[config.mk]
export PLATFORM = sky130hd
export DESIGN_NAME = change_dispenser
export DESIGN_NICKNAME = d
export VERILOG_FILES = /design/src/rtl/change_dispenser.sv
export SDC_FILE = /design/constraint.sdc
export NUM_CORES = 1
export LEC_CHECK = 0
export CAP_MARGIN = 10
export CORE_MARGIN = 1.5
export CORE_UTILIZATION = 45
export DETAILED_ROUTE_END_ITERATION = 10
export GPL_TIMING_DRIVEN = 0
export HOLD_SLACK_MARGIN = 0.15
export PLACE_DENSITY = 0.78
export SKIP_LAST_GASP = 1
export SLEW_MARGIN = 0
export SYNTH_ARGS = -nofsm -noshare
export SYNTH_HDL_FRONTEND = slang
export SYNTH_SLANG_ARGS = --single-unit
[constraint.sdc]
create_clock -name clk -period 2.32 [get_ports clk]
set_input_delay 0.232 -clock clk [delete_from_list [all_inputs] [get_ports clk]]
set_output_delay 0.232 -clock clk [all_outputs]
set_load 0.05 [all_outputs]
[src/rtl/change_dispenser.sv]
// change_dispenser: timed paper/nickel/dime solenoid driver with hopper inventory; DISPENSE_STATS_EN builds the paper counter
module change_dispenser #(
  parameter int PULSE_CYCLES = 4,
  parameter int GAP_CYCLES   = 2,
  parameter int CNT_W        = 6,
  parameter int NICKEL_INIT  = 16,
  parameter int DIME_INIT    = 16,
  parameter int LOW_THRESH   = 3
) (
  input  logic       clk,
  input  logic       rst,
  input  logic       R,
  input  logic       N1,
  input  logic       D1,
  input  logic       D2,
  input  logic       RELOAD,
  output logic       PAPER,
  output logic       NSOL,
  output logic       DSOL,
  output logic       BUSY,
  output logic       N_LOW,
  output logic       D_LOW,
  output logic       ERR_EMPTY,
  output logic       ERR_OVR,
  output logic [7:0] PAPER_CNT
);
  typedef enum logic [1:0] {IDLE, SELECT, PULSE, GAP} state_t;
  localparam int TW = $clog2((PULSE_CYCLES > GAP_CYCLES ? PULSE_CYCLES : GAP_CYCLES) + 1) + 1;
  localparam logic [TW-1:0] P_LOAD = TW'(PULSE_CYCLES - 1);
  localparam logic [TW-1:0] G_LOAD = TW'(GAP_CYCLES - 1);
  localparam logic [CNT_W-1:0] N_INIT = CNT_W'(NICKEL_INIT);
  localparam logic [CNT_W-1:0] D_INIT = CNT_W'(DIME_INIT);
  localparam logic [CNT_W:0] LT = (CNT_W + 1)'(LOW_THRESH);
  state_t state_q, state_d;
  logic [TW-1:0] tmr_q, tmr_d;
  logic pp_q, pp_d, np_q, np_d;
  logic [1:0] dp_q, dp_d;
  logic [CNT_W-1:0] n_cnt_q, n_cnt_d, d_cnt_q, d_cnt_d;
  logic err_empty_q, err_empty_d, err_ovr_q, err_ovr_d;
  logic paper_q, paper_d, nsol_q, nsol_d, dsol_q, dsol_d, busy_q, busy_d;
  logic n_low_q, n_low_d, d_low_q, d_low_d;
  logic req, n_ok, d_ok;
  assign req  = R | N1 | D1 | D2;
  assign n_ok = np_q && (n_cnt_q != '0);
  assign d_ok = (dp_q != 2'd0) && (d_cnt_q != '0);
  // next-state, pending work, inventory and registered-output computation
  always_comb begin
    state_d     = state_q;
    tmr_d       = tmr_q;
    pp_d        = pp_q;
    np_d        = np_q;
    dp_d        = dp_q;
    n_cnt_d     = n_cnt_q;
    d_cnt_d     = d_cnt_q;
    err_empty_d = err_empty_q;
    err_ovr_d   = err_ovr_q | ((state_q != IDLE) & req);
    paper_d     = 1'b0;
    nsol_d      = 1'b0;
    dsol_d      = 1'b0;
    case (state_q)
      IDLE: begin
        if (req) begin
          pp_d    = R;
          np_d    = N1;
          dp_d    = {D2, D1};
          state_d = SELECT;
        end else if (RELOAD) begin
          n_cnt_d     = N_INIT;
          d_cnt_d     = D_INIT;
          err_empty_d = 1'b0;
        end
      end
      SELECT: begin
        if (pp_q) begin
          pp_d    = 1'b0;
          paper_d = 1'b1;
          tmr_d   = P_LOAD;
          state_d = PULSE;
        end else if (n_ok) begin
          np_d    = 1'b0;
          n_cnt_d = n_cnt_q - 1'b1;
          nsol_d  = 1'b1;
          tmr_d   = P_LOAD;
          state_d = PULSE;
        end else begin
          if (np_q) begin
            np_d        = 1'b0;
            err_empty_d = 1'b1;
          end
          if (d_ok) begin
            dp_d    = dp_q - 2'd1;
            d_cnt_d = d_cnt_q - 1'b1;
            dsol_d  = 1'b1;
            tmr_d   = P_LOAD;
            state_d = PULSE;
          end else begin
            if (dp_q != 2'd0) err_empty_d = 1'b1;
            dp_d    = 2'd0;
            state_d = IDLE;
          end
        end
      end
      PULSE: begin
        paper_d = paper_q && (tmr_q != '0);
        nsol_d  = nsol_q && (tmr_q != '0);
        dsol_d  = dsol_q && (tmr_q != '0);
        tmr_d   = (tmr_q == '0) ? G_LOAD : tmr_q - 1'b1;
        state_d = (tmr_q == '0) ? GAP : PULSE;
      end
      default: begin
        tmr_d   = tmr_q - 1'b1;
        state_d = (tmr_q == '0) ? SELECT : GAP;
      end
    endcase
    busy_d  = state_d != IDLE;
    n_low_d = {1'b0, n_cnt_d} < LT;
    d_low_d = {1'b0, d_cnt_d} < LT;
  end
  // state and output registers, asynchronously cleared to the refilled idle condition
  always_ff @(posedge clk or posedge rst) begin
    if (rst) begin
      state_q     <= IDLE;
      tmr_q       <= '0;
      pp_q        <= 1'b0;
      np_q        <= 1'b0;
      dp_q        <= 2'd0;
      n_cnt_q     <= N_INIT;
      d_cnt_q     <= D_INIT;
      err_empty_q <= 1'b0;
      err_ovr_q   <= 1'b0;
      paper_q     <= 1'b0;
      nsol_q      <= 1'b0;
      dsol_q      <= 1'b0;
      busy_q      <= 1'b0;
      n_low_q     <= {1'b0, N_INIT} < LT;
      d_low_q     <= {1'b0, D_INIT} < LT;
    end else begin
      state_q     <= state_d;
      tmr_q       <= tmr_d;
      pp_q        <= pp_d;
      np_q        <= np_d;
      dp_q        <= dp_d;
      n_cnt_q     <= n_cnt_d;
      d_cnt_q     <= d_cnt_d;
      err_empty_q <= err_empty_d;
      err_ovr_q   <= err_ovr_d;
      paper_q     <= paper_d;
      nsol_q      <= nsol_d;
      dsol_q      <= dsol_d;
      busy_q      <= busy_d;
      n_low_q     <= n_low_d;
      d_low_q     <= d_low_d;
    end
  end
  assign PAPER     = paper_q;
  assign NSOL      = nsol_q;
  assign DSOL      = dsol_q;
  assign BUSY      = busy_q;
  assign N_LOW     = n_low_q;
  assign D_LOW     = d_low_q;
  assign ERR_EMPTY = err_empty_q;
  assign ERR_OVR   = err_ovr_q;
`ifdef DISPENSE_STATS_EN
  logic [7:0] pcnt_q, pcnt_d;
  // a paper pulse is issued on every SELECT that still has a paper pending
  always_comb pcnt_d = pcnt_q + 8'((state_q == SELECT) && pp_q);
  // wrapping paper counter, cleared only by reset
  always_ff @(posedge clk or posedge rst) begin
    if (rst) pcnt_q <= '0;
    else     pcnt_q <= pcnt_d;
  end
  assign PAPER_CNT = pcnt_q;
`else
  assign PAPER_CNT = '0;
`endif
endmodule

; ---- Word-level counts from Yosys, hierarchy flattened
; Cells that the tools add are included.
[word_totals]
reg_bits = 30
in_bits = 7
output_inout_bits = 16
word_cells = 104
[classes]
add_sub_neg = 4
order_cmp = 2
n_eq_ne = 8
muxes = 50
bitwise = 6
n_reduce_logical = 19
[op_table]
columns = cell, n
row1 = $mux W6, 9
row2 = $pmux W6 S2, 2
row3 = $mux W2, 9
row4 = $mux W1, 17
row5 = $mux W4, 4
row6 = $lt A6 B2 Y1 const B, 2
row7 = $pmux W1 S2, 6
row8 = $pmux W4 S3, 1
row9 = $reduce_bool A6 Y1, 2
row10 = $sub A6 B1 Y6 const B, 2
row11 = $ne A2 B2 Y1 const B, 5
row12 = $reduce_bool A2 Y1, 4
row13 = $pmux W2 S3, 1
row14 = $logic_and A1 B1 Y1, 5
row15 = $reduce_and A5 Y1, 1
row16 = $logic_not A4 Y1, 1
row17 = $ne A4 B4 Y1 const B, 1
row18 = $or A1 B1 Y1, 4
row19 = $pmux W2 S2, 1
row20 = $reduce_and A2 Y1, 2
row21 = $reduce_and A4 Y1, 1
row22 = $reduce_bool A4 Y1, 1
row23 = $sub A4 B1 Y4 const B, 1
row24 = $reduce_and A3 Y1, 1
row25 = 6 further kinds, 6

; ---- Logic depth before layout (Yosys ltp)
; Gate-level depths: netlist of the first run.
[logic_depth]
depth_word = 7
depth_mapped = 9
mapped_depth_nobuf = 8

; ---- Least setup slack after synthesis of the first run
; OpenSTA, ideal clock, no wires.
[synth_path]
kind = reg2reg
from = register dp_q[0]
to = register d_low_q, in the netlist D_LOW
setup_time_ns = 0.111
arrival_time_ns = 1.903
required_ns = 2.209
path_slack_ns = 0.305
stages_incl_launch_ff = 9
path_buffers = 0
synth_period_minus_slack_ns = 2.015
path_cell_list = dfrtp_1 inv_1 ha_1 or4_1 a21o_1 nor4_2 xnor2_1 o21ai_1 a2111oi_2
[synth_via]
elab_chain_len = 7
[synth_lines]
columns = item, line
row1 = from (decl), 37  ; logic [1:0] dp_q, dp_d;
row2 = from (signal assigned), 142  ; dp_q <= dp_d;
row3 = $reduce_bool A2 Y1, 45  ; assign d_ok = (dp_q != 2'd0) && (d_cnt_q != '0);
row4 = $logic_and A1 B1 Y1, 45
row5 = $mux W6, 90  ; if (d_ok) begin
row6 = $mux W6, 79  ; end else if (n_ok) begin
row7 = $mux W6, 74  ; if (pp_q) begin
row8 = $pmux W6 S2, 60  ; case (state_q)
row9 = named net d_cnt_d[5], 38  ; logic [CNT_W-1:0] n_cnt_q, n_cnt_d, d_cnt_q, d_cnt_d;
row10 = $lt A6 B2 Y1, 117  ; d_low_d = {1'b0, d_cnt_d} < LT;
row11 = named net d_low_d, 41  ; logic n_low_q, n_low_d, d_low_q, d_low_d;
row12 = to (signal assigned), 136  ; d_low_q <= {1'b0, D_INIT} < LT;
row13 = to (signal assigned), 152  ; d_low_q <= d_low_d;
row14 = to (decl), 41
; The timed path passes the listed nets, and every way through them passes these cells.
; A chain may end at the register's enable or synchronous reset.

; ---- Final worst setup path of the first run
[layout_path]
from = register state_q[1]
to = register n_low_q, in the netlist N_LOW
[layout_via]
elab_chain_len = 3
word_cells_on_any_way = 4
classes_between = order compare: 1 / eq/ne: 1 / mux: 1 / reduce/logical: 1
[layout_lines]
columns = item, line
row1 = from (decl), 34  ; state_t state_q, state_d;
row2 = from (signal assigned), 138  ; state_q <= state_d;
row3 = $eq A2 B1 Y1 or $logic_not A2 Y1 (tied branches), 60
row4 = $pmux W6 S2 *, 60
row5 = $lt A6 B2 Y1 *, 116  ; n_low_d = {1'b0, n_cnt_d} < LT;
row6 = named net n_low_d, 41
row7 = to (signal assigned), 135  ; n_low_q <= {1'b0, N_INIT} < LT;
row8 = to (signal assigned), 151  ; n_low_q <= n_low_d;
row9 = to (decl), 41
; Mark *: on every way through the listed nets, which the timed path passes. The rest lies on a longest branch.

==> flow_summary_export.csv, run 1 <==
group,metric,value,unit
grt,grt.overflow.total,0,
critical_path,r2r_slack,0.16,ns
critical_path,worst_ep_required_time,2.51,ns
clocking,numCtsBuffers,5,
detailed_routing,first_pass_iters,4,
clocking,clk_path_buf_depth,2,
worst_hold_path,worstHoldPathType,"in -> async",
detailed_routing,ant_nets,0,
timing,final-max-slew-violation-count,0,
detailed_routing,finalWirelength,3.86,mm
floorplanning,fp.coreArea,4000,um^2
logic_synthesis,postSynthCellCount,200,
timing,max_slew_margin,66.1,%
grt,grt_pass1_wl,6.53,mm
logic_synthesis,yosys-top-cells-area,"dfrtp_1 (37%), ha_1 (6.7%), o21ai_0 (4.0%)",
floorplanning,die_w,67.5,um
clocking,clk_pin_slew,0.06,ns
logic_synthesis,yosysUniqueCellTypes,57,
final_layout,drive_above_1_share,16.2,%
final_layout,final_nets,245,
critical_path,slowest_stage,"or4_1",
critical_path,path_buf_inv,2,
logic_synthesis,synth_edf_count,0,
logic_synthesis,ys.flop_type,"dfrtp_1",
timing,period_share,93.0,%
floorplanning,die_y,67.5,um
floorplanning,ioPinCount,23,
critical_path,endpoint_kind,"flip-flop",
logic_synthesis,yosysTopAreaCellShare,37.4,%
clocking,htreeDepth,2,
final_layout,instances_no_fill,279,
placement,place_area,2100,um^2
placement,dp_hpwl,2.73,mm
critical_path,cp_slowest_stage_delay,0.42,ns
final_layout,area_delta_synth_final,19.8,%
logic_synthesis,syn_area,1870,um^2
pwr,power.density,1380,nW/um^2
run,drv_cap,0,
status,status,"finished, final reports clean",
floorplanning,core.rowCount,23,
critical_path,worstSetupStartpoint,"state_q[1]",
pwr,ir_drop,0.000684,V
timing,hold_viol_final,0,
floorplanning,die-area,4560,um^2
timing,fmax,0.464,GHz
critical_path,r2r-end,"N_LOW",
critical_path,path_cells,"inv_1 > ha_1 > buf_4 > nand2b_4 > or4_1 > nand2b_1 > a21oi_1 > nor3b_2 > nor4bb_2",
floorplanning,initial_utilization,46.9,%
critical_path,worstSetupPathType,"reg -> reg",
logic_synthesis,synth-seq-cells,30,
placement,routabilityCongestion,0.818,
timing,tightest_slew,0.507,ns
logic_synthesis,yosys.cell_count.top_type,"dfrtp_1",
logic_synthesis,avgSynthCellArea,9.37,um^2
placement,dp_cells,271,
final_layout,n_antenna_cell,0,
critical_path,reg2reg_from,"state_q[1]",
detailed_routing,vias,1513,
logic_synthesis,synth_common_cells,"dfrtp_1 (28), nand2_1 (17), inv_1 (15), o21ai_0 (15), a21oi_1 (14)",
clocking,cts.sinks,30,
clocking,ctsRootBufferMaster,"clkbuf_8",
final_layout,final_cell_area,2240,um^2
logic_synthesis,yosys_warnings,0,
clocking,clock_latency,0.29,ns
clocking,post_cts_buffers,0,
grt,grt_max_degree,31,
critical_path,cp-start-kind,"flip-flop",
critical_path,path_max_fanout,8,
grt,antenna_found_initial,0,
logic_synthesis,synthArstFlopShare,100,%
detailed_routing,wl_per_cell,13.8,um
detailed_routing,drt_iter0_markers,142,
critical_path,cpLargestDelayFamily,"simple AND/OR/NAND/NOR gates",
critical_path,worstPathArrival,2.34,ns
timing,fin_crit,2.16,ns
logic_synthesis,ys_seq_area_share,40.2,%
timing,worst_clock_skew,0.00731,ns
pwr,leakage,0.984,nW
detailed_routing,vias_per_cell,5.42,
logic_synthesis,yosysTopAreaCell,"dfrtp_1",
timing,setup_violations,0,
clocking,postCtsHoldBufs,0,
clocking,cts_tree,"done",
detailed_routing,drc,0,
grt,grt_pass1_vias,1406,
grt,track_usage,19.8,%
placement,io_buffer_count,14,
critical_path,rr_worst_depth,9,
## timing repair
item,CTS,global route
cloned,0,0
setup endpoints to repair,1,3
pin swaps,0,0
resized for setup,1,7
## per-layer routing
layer,global-route usage (%),routed length [um]
met5,0,0
met4,9.95,70
met3,6.17,247
met2,29.9,1850
met1,25.7,1690
## area by class of cell
cell class                      count  area, um^2
Fill cell                         361        1760
Inverter                           17        65.1
Timing Repair Buffer               15         168
Sequential cell                    30         753
Buffer                             11        76.3
Clock buffer                        8        80.1
Tap cell                           50        62.6
Multi-Input combinational cell    148        1040
## worst max path at each step
stage / slack (ns) / cells past startpoint / to
2_1_floorplan: 0.31 / 8 / D_LOW
4_1_cts: 0.06 / 8 / D_LOW
5_1_grt: -0.05 / 9 / N_LOW
6_report: 0.16 / 9 / N_LOW
3_3_place_gp: -0.07 / 7 / N_LOW
3_5_place_dp: -0.06 / 7 / D_LOW
## registers in the layout (all words and copies together), names as in the netlist
| signal | count |
|---|---|
| NSOL | 1 |
| ERR_OVR | 1 |
| np_q | 1 |
| BUSY | 1 |
| state_q | 2 |
| ERR_EMPTY | 1 |
| pp_q | 1 |
| d_cnt_q | 6 |
| D_LOW | 1 |
| tmr_q | 4 |
| DSOL | 1 |
| PAPER | 1 |
| dp_q | 2 |
| N_LOW | 1 |
| n_cnt_q | 6 |
## power breakdown
group | total, mW | switching [mW] | leakage, nW | internal, mW
registers | 0.969 | 0.220 | 0.370 | 0.749
clock network | 0.398 | 0.186 | 0.0395 | 0.212
logic | 1.73 | 1.02 | 0.575 | 0.707
total | 3.09 | 1.42 | 0.984 | 1.67
## cells by family after synthesis
family                   count (synthesis)  share of synthesized area, %
AO/OA/AOI/OAI                           58                          20.2
XOR/XNOR                                 4                          1.87
adder cells (fa/ha/maj)                 10                          6.68
buffers and inverters                   29                          7.54
flip-flops                              30                          40.2
multiplexers                             3                          1.60
other                                    1                         0.200
AND/OR/NAND/NOR                         65                          21.7
## stage by stage
stage          total power, mW  hold slack (ns)  utilization, %  worst slack (ns)  setup TNS (ns)
6_report                  3.09            0.218            56.1             0.163               0
5_1_grt                   3.39            0.260            56.1           -0.0453         -0.0453
4_1_cts                   3.05            0.487            54.6            0.0587               0
3_5_place_dp              2.63            0.471            52.6           -0.0569         -0.0983
3_3_place_gp              2.59            0.465            52.6           -0.0696          -0.102
2_1_floorplan             2.25            0.321               -             0.305               0
## cell usage in the layout (no fill, tap or decap), types with 2 or more instances in the layout
master,instances
nand2b_1,5
nand3_1,2
clkbuf_8,5
nand3b_1,2
mux2i_1,3
conb_1,8
clkdlybuf4s50_1,14
nor2b_1,3
buf_4,9
nor2_1,13
dfstp_2,2
a21o_1,3
inv_1,15
clkbuf_1,4
nor4_2,2
o21ai_1,3
o21ai_0,15
a22o_1,4
a221oi_1,2
or4_1,2
dfrtp_1,28
nor4_4,2
a21boi_0,2
a21oi_1,14
nand2_1,17
xnor2_1,3
nor3_1,2
a31oi_1,3
ha_1,10
Power figures use the tool's default switching activity.
==> inputs of run 2 (changes only) <==
--- a/config.mk
+++ b/config.mk
@@ -8,6 +8,7 @@
 export CAP_MARGIN = 10
 export CORE_MARGIN = 1.5
 export CORE_UTILIZATION = 45
+export CTS_BUF_LIST = sky130_fd_sc_hd__clkbuf_4
 export DETAILED_ROUTE_END_ITERATION = 10
 export GPL_TIMING_DRIVEN = 0
 export HOLD_SLACK_MARGIN = 0.15
==> constraint.sdc (replaced) <==
create_clock -name clk -period 2.4 [get_ports clk]
set_input_delay 0.24 -clock clk [delete_from_list [all_inputs] [get_ports clk]]
set_output_delay 0.24 -clock clk [all_outputs]
set_load 0.05 [all_outputs]
==> flow_summary_export.csv, run 2 (synthesis results as in run 1) <==
group,metric,value,unit
status,status,"finished, final reports clean",
final_layout,instances_no_fill,280,
final_layout,multi_input_area,1020,um^2
final_layout,regArea,753,um^2
floorplanning,initial_utilization,46.9,%
grt,antenna_found_initial,0,
pwr,power.density,1310,nW/um^2
floorplanning,die_w,67.5,um
detailed_routing,wl_per_cell,13.5,um
detailed_routing,vias_per_cell,5.38,
timing,hold_viol_final,0,
pwr,ir_drop,0.000681,V
grt,grt.overflow.total,0,
final_layout,final_cell_mix,"dfrtp_1 (28), nand2_1 (17), inv_1 (15), o21ai_0 (15)",
detailed_routing,drt_iter0_markers,93,
timing,rsz0062_at_grt,"yes",
timing,fin_crit,2.29,ns
final_layout,top_regs,"d_cnt_q (6), n_cnt_q (6), tmr_q (4)",
timing,final-max-slew-violation-count,0,
clocking,postCtsResizedCells,0,
detailed_routing,first_pass_iters,4,
pwr,p_int,1.55,mW
clocking,clk_path_buf_depth,2,
pwr,p_sw,1.36,mW
clocking,clock_latency,0.34,ns
timing,setup_violations,0,
critical_path,worstSetupPathType,"reg -> reg",
clocking,clk_pin_slew,0.10,ns
floorplanning,fp.coreArea,4000,um^2
placement,pre_cts_ws,0.0151,ns
pwr,power,2.91,mW
placement,dp_cells,271,
pwr,clkPwrFrac,10.9,%
critical_path,endpoint_kind,"flip-flop",
timing,worst_clock_skew,0.0128,ns
pwr,switching_share,46.7,%
floorplanning,core.rowCount,23,
detailed_routing,ant_nets,0,
placement,io_buffer_count,14,
pwr,leakage,0.978,nW
floorplanning,die-area,4560,um^2
final_layout,final_common_cell,"dfrtp_1",
timing,period_share,95.6,%
grt,grt_pass1_wl,6.48,mm
grt,track_usage,19.1,%
clocking,post_cts_buffers,0,
timing,worst_slack,0.106,ns
detailed_routing,vias,1507,
timing,setup-tns-final,0,ns
clocking,htreeDepth,2,
final_layout,fillers,364,
detailed_routing,finalWirelength,3.78,mm
critical_path,cp-start-kind,"flip-flop",
floorplanning,ioPinCount,23,
worst_hold_path,worstHoldPathType,"in -> async",
critical_path,worstPathArrival,2.52,ns
timing,max_slew_margin,66.1,%
placement,dp_hpwl,2.73,mm
grt,grt_pass1_vias,1405,
pwr,p_seq_share,31.8,%
pwr,power.share.combinational,57.3,%
floorplanning,die_y,67.5,um
final_layout,drive_above_1_share,17.0,%
clocking,numCtsBuffers,5,
placement,routabilityCongestion,0.818,
final_layout,n_antenna_cell,0,
run,drv_cap,0,
critical_path,path_max_fanout,10,
timing,tightest_slew,0.508,ns
detailed_routing,drc,0,
final_layout,area_delta_synth_final,18.2,%
grt,grt_max_degree,31,
critical_path,worst_ep_required_time,2.63,ns
clocking,postCtsHoldBufs,0,
clocking,ctsRootBufferMaster,"clkbuf_4",
timing,fmax,0.436,GHz
final_layout,final_nets,246,
clocking,cts_tree,"done",
clocking,cts.sinks,30,
## run 2: cell types whose count changed in the layout (fill, tap and decap cells not counted), sizes merged
cell	change
clkinv	-1
buf	-1
clkbuf	+2
clkinvlp	+1
## run 2: area by class of cell
cell class,instances,area share (%)
Tap cell,50,2.82
Clock buffer,8,2.71
Inverter,17,3.05
Sequential cell,30,34.0
Buffer,12,3.61
Timing Repair Buffer,15,7.57
Multi-Input combinational cell,148,46.2
## run 2: path summary, 6_finish.rpt
path                            startpoint    endpoint  slack [ns]  cells past startpoint
worst max register to register  state_q[0]       D_LOW        0.11                      8
min in group clk                   ERR_OVR     ERR_OVR        0.48                      1
worst min register to register     ERR_OVR     ERR_OVR        0.48                      1
worst min-delay path                   rst     dp_q[0]        0.17                      2
max in group asynchronous              rst  n_cnt_q[4]        1.70                      3
worst max-delay path            state_q[0]       D_LOW        0.11                      8
## run 2: layer usage
metal	vias up	track usage, %	part of all wire, %
li1	756	-	-
met2	43	30.0	48
met3	6	5.00	5.4
met1	702	25.6	46
met5	-	0	0
met4	0	6.12	1.4
## run 2: critical path: stages, from the launching register on
cell and delay, ns:
dfrtp_1 0.42, inv_1 0.11, ha_1 0.15, clkbuf_1 0.38, and3_1 0.36, a21oi_4 0.10
a21oi_1 0.21, nand3b_1 0.13, a2111oi_2 0.34
## run 2: power groups by stage
stage	clock (mW)	sequential [mW]	combinational [mW]
after detailed placement	0	0.925	1.62
after global placement	0	0.922	1.58
after global routing	0.353	0.954	1.88
after floorplan	0	0.984	1.19
after CTS	0.328	0.920	1.62
final	0.318	0.923	1.66
## run 2: through the flow
step	area [um^2]	hold WS [ns]	util [%]
floorplan	1900	0.329	-
global placement	2100	0.465	52.6
detailed placement	2100	0.471	52.6
CTS	2160	0.494	54.1
global route	2220	0.202	55.4
finish	2220	0.166	55.4
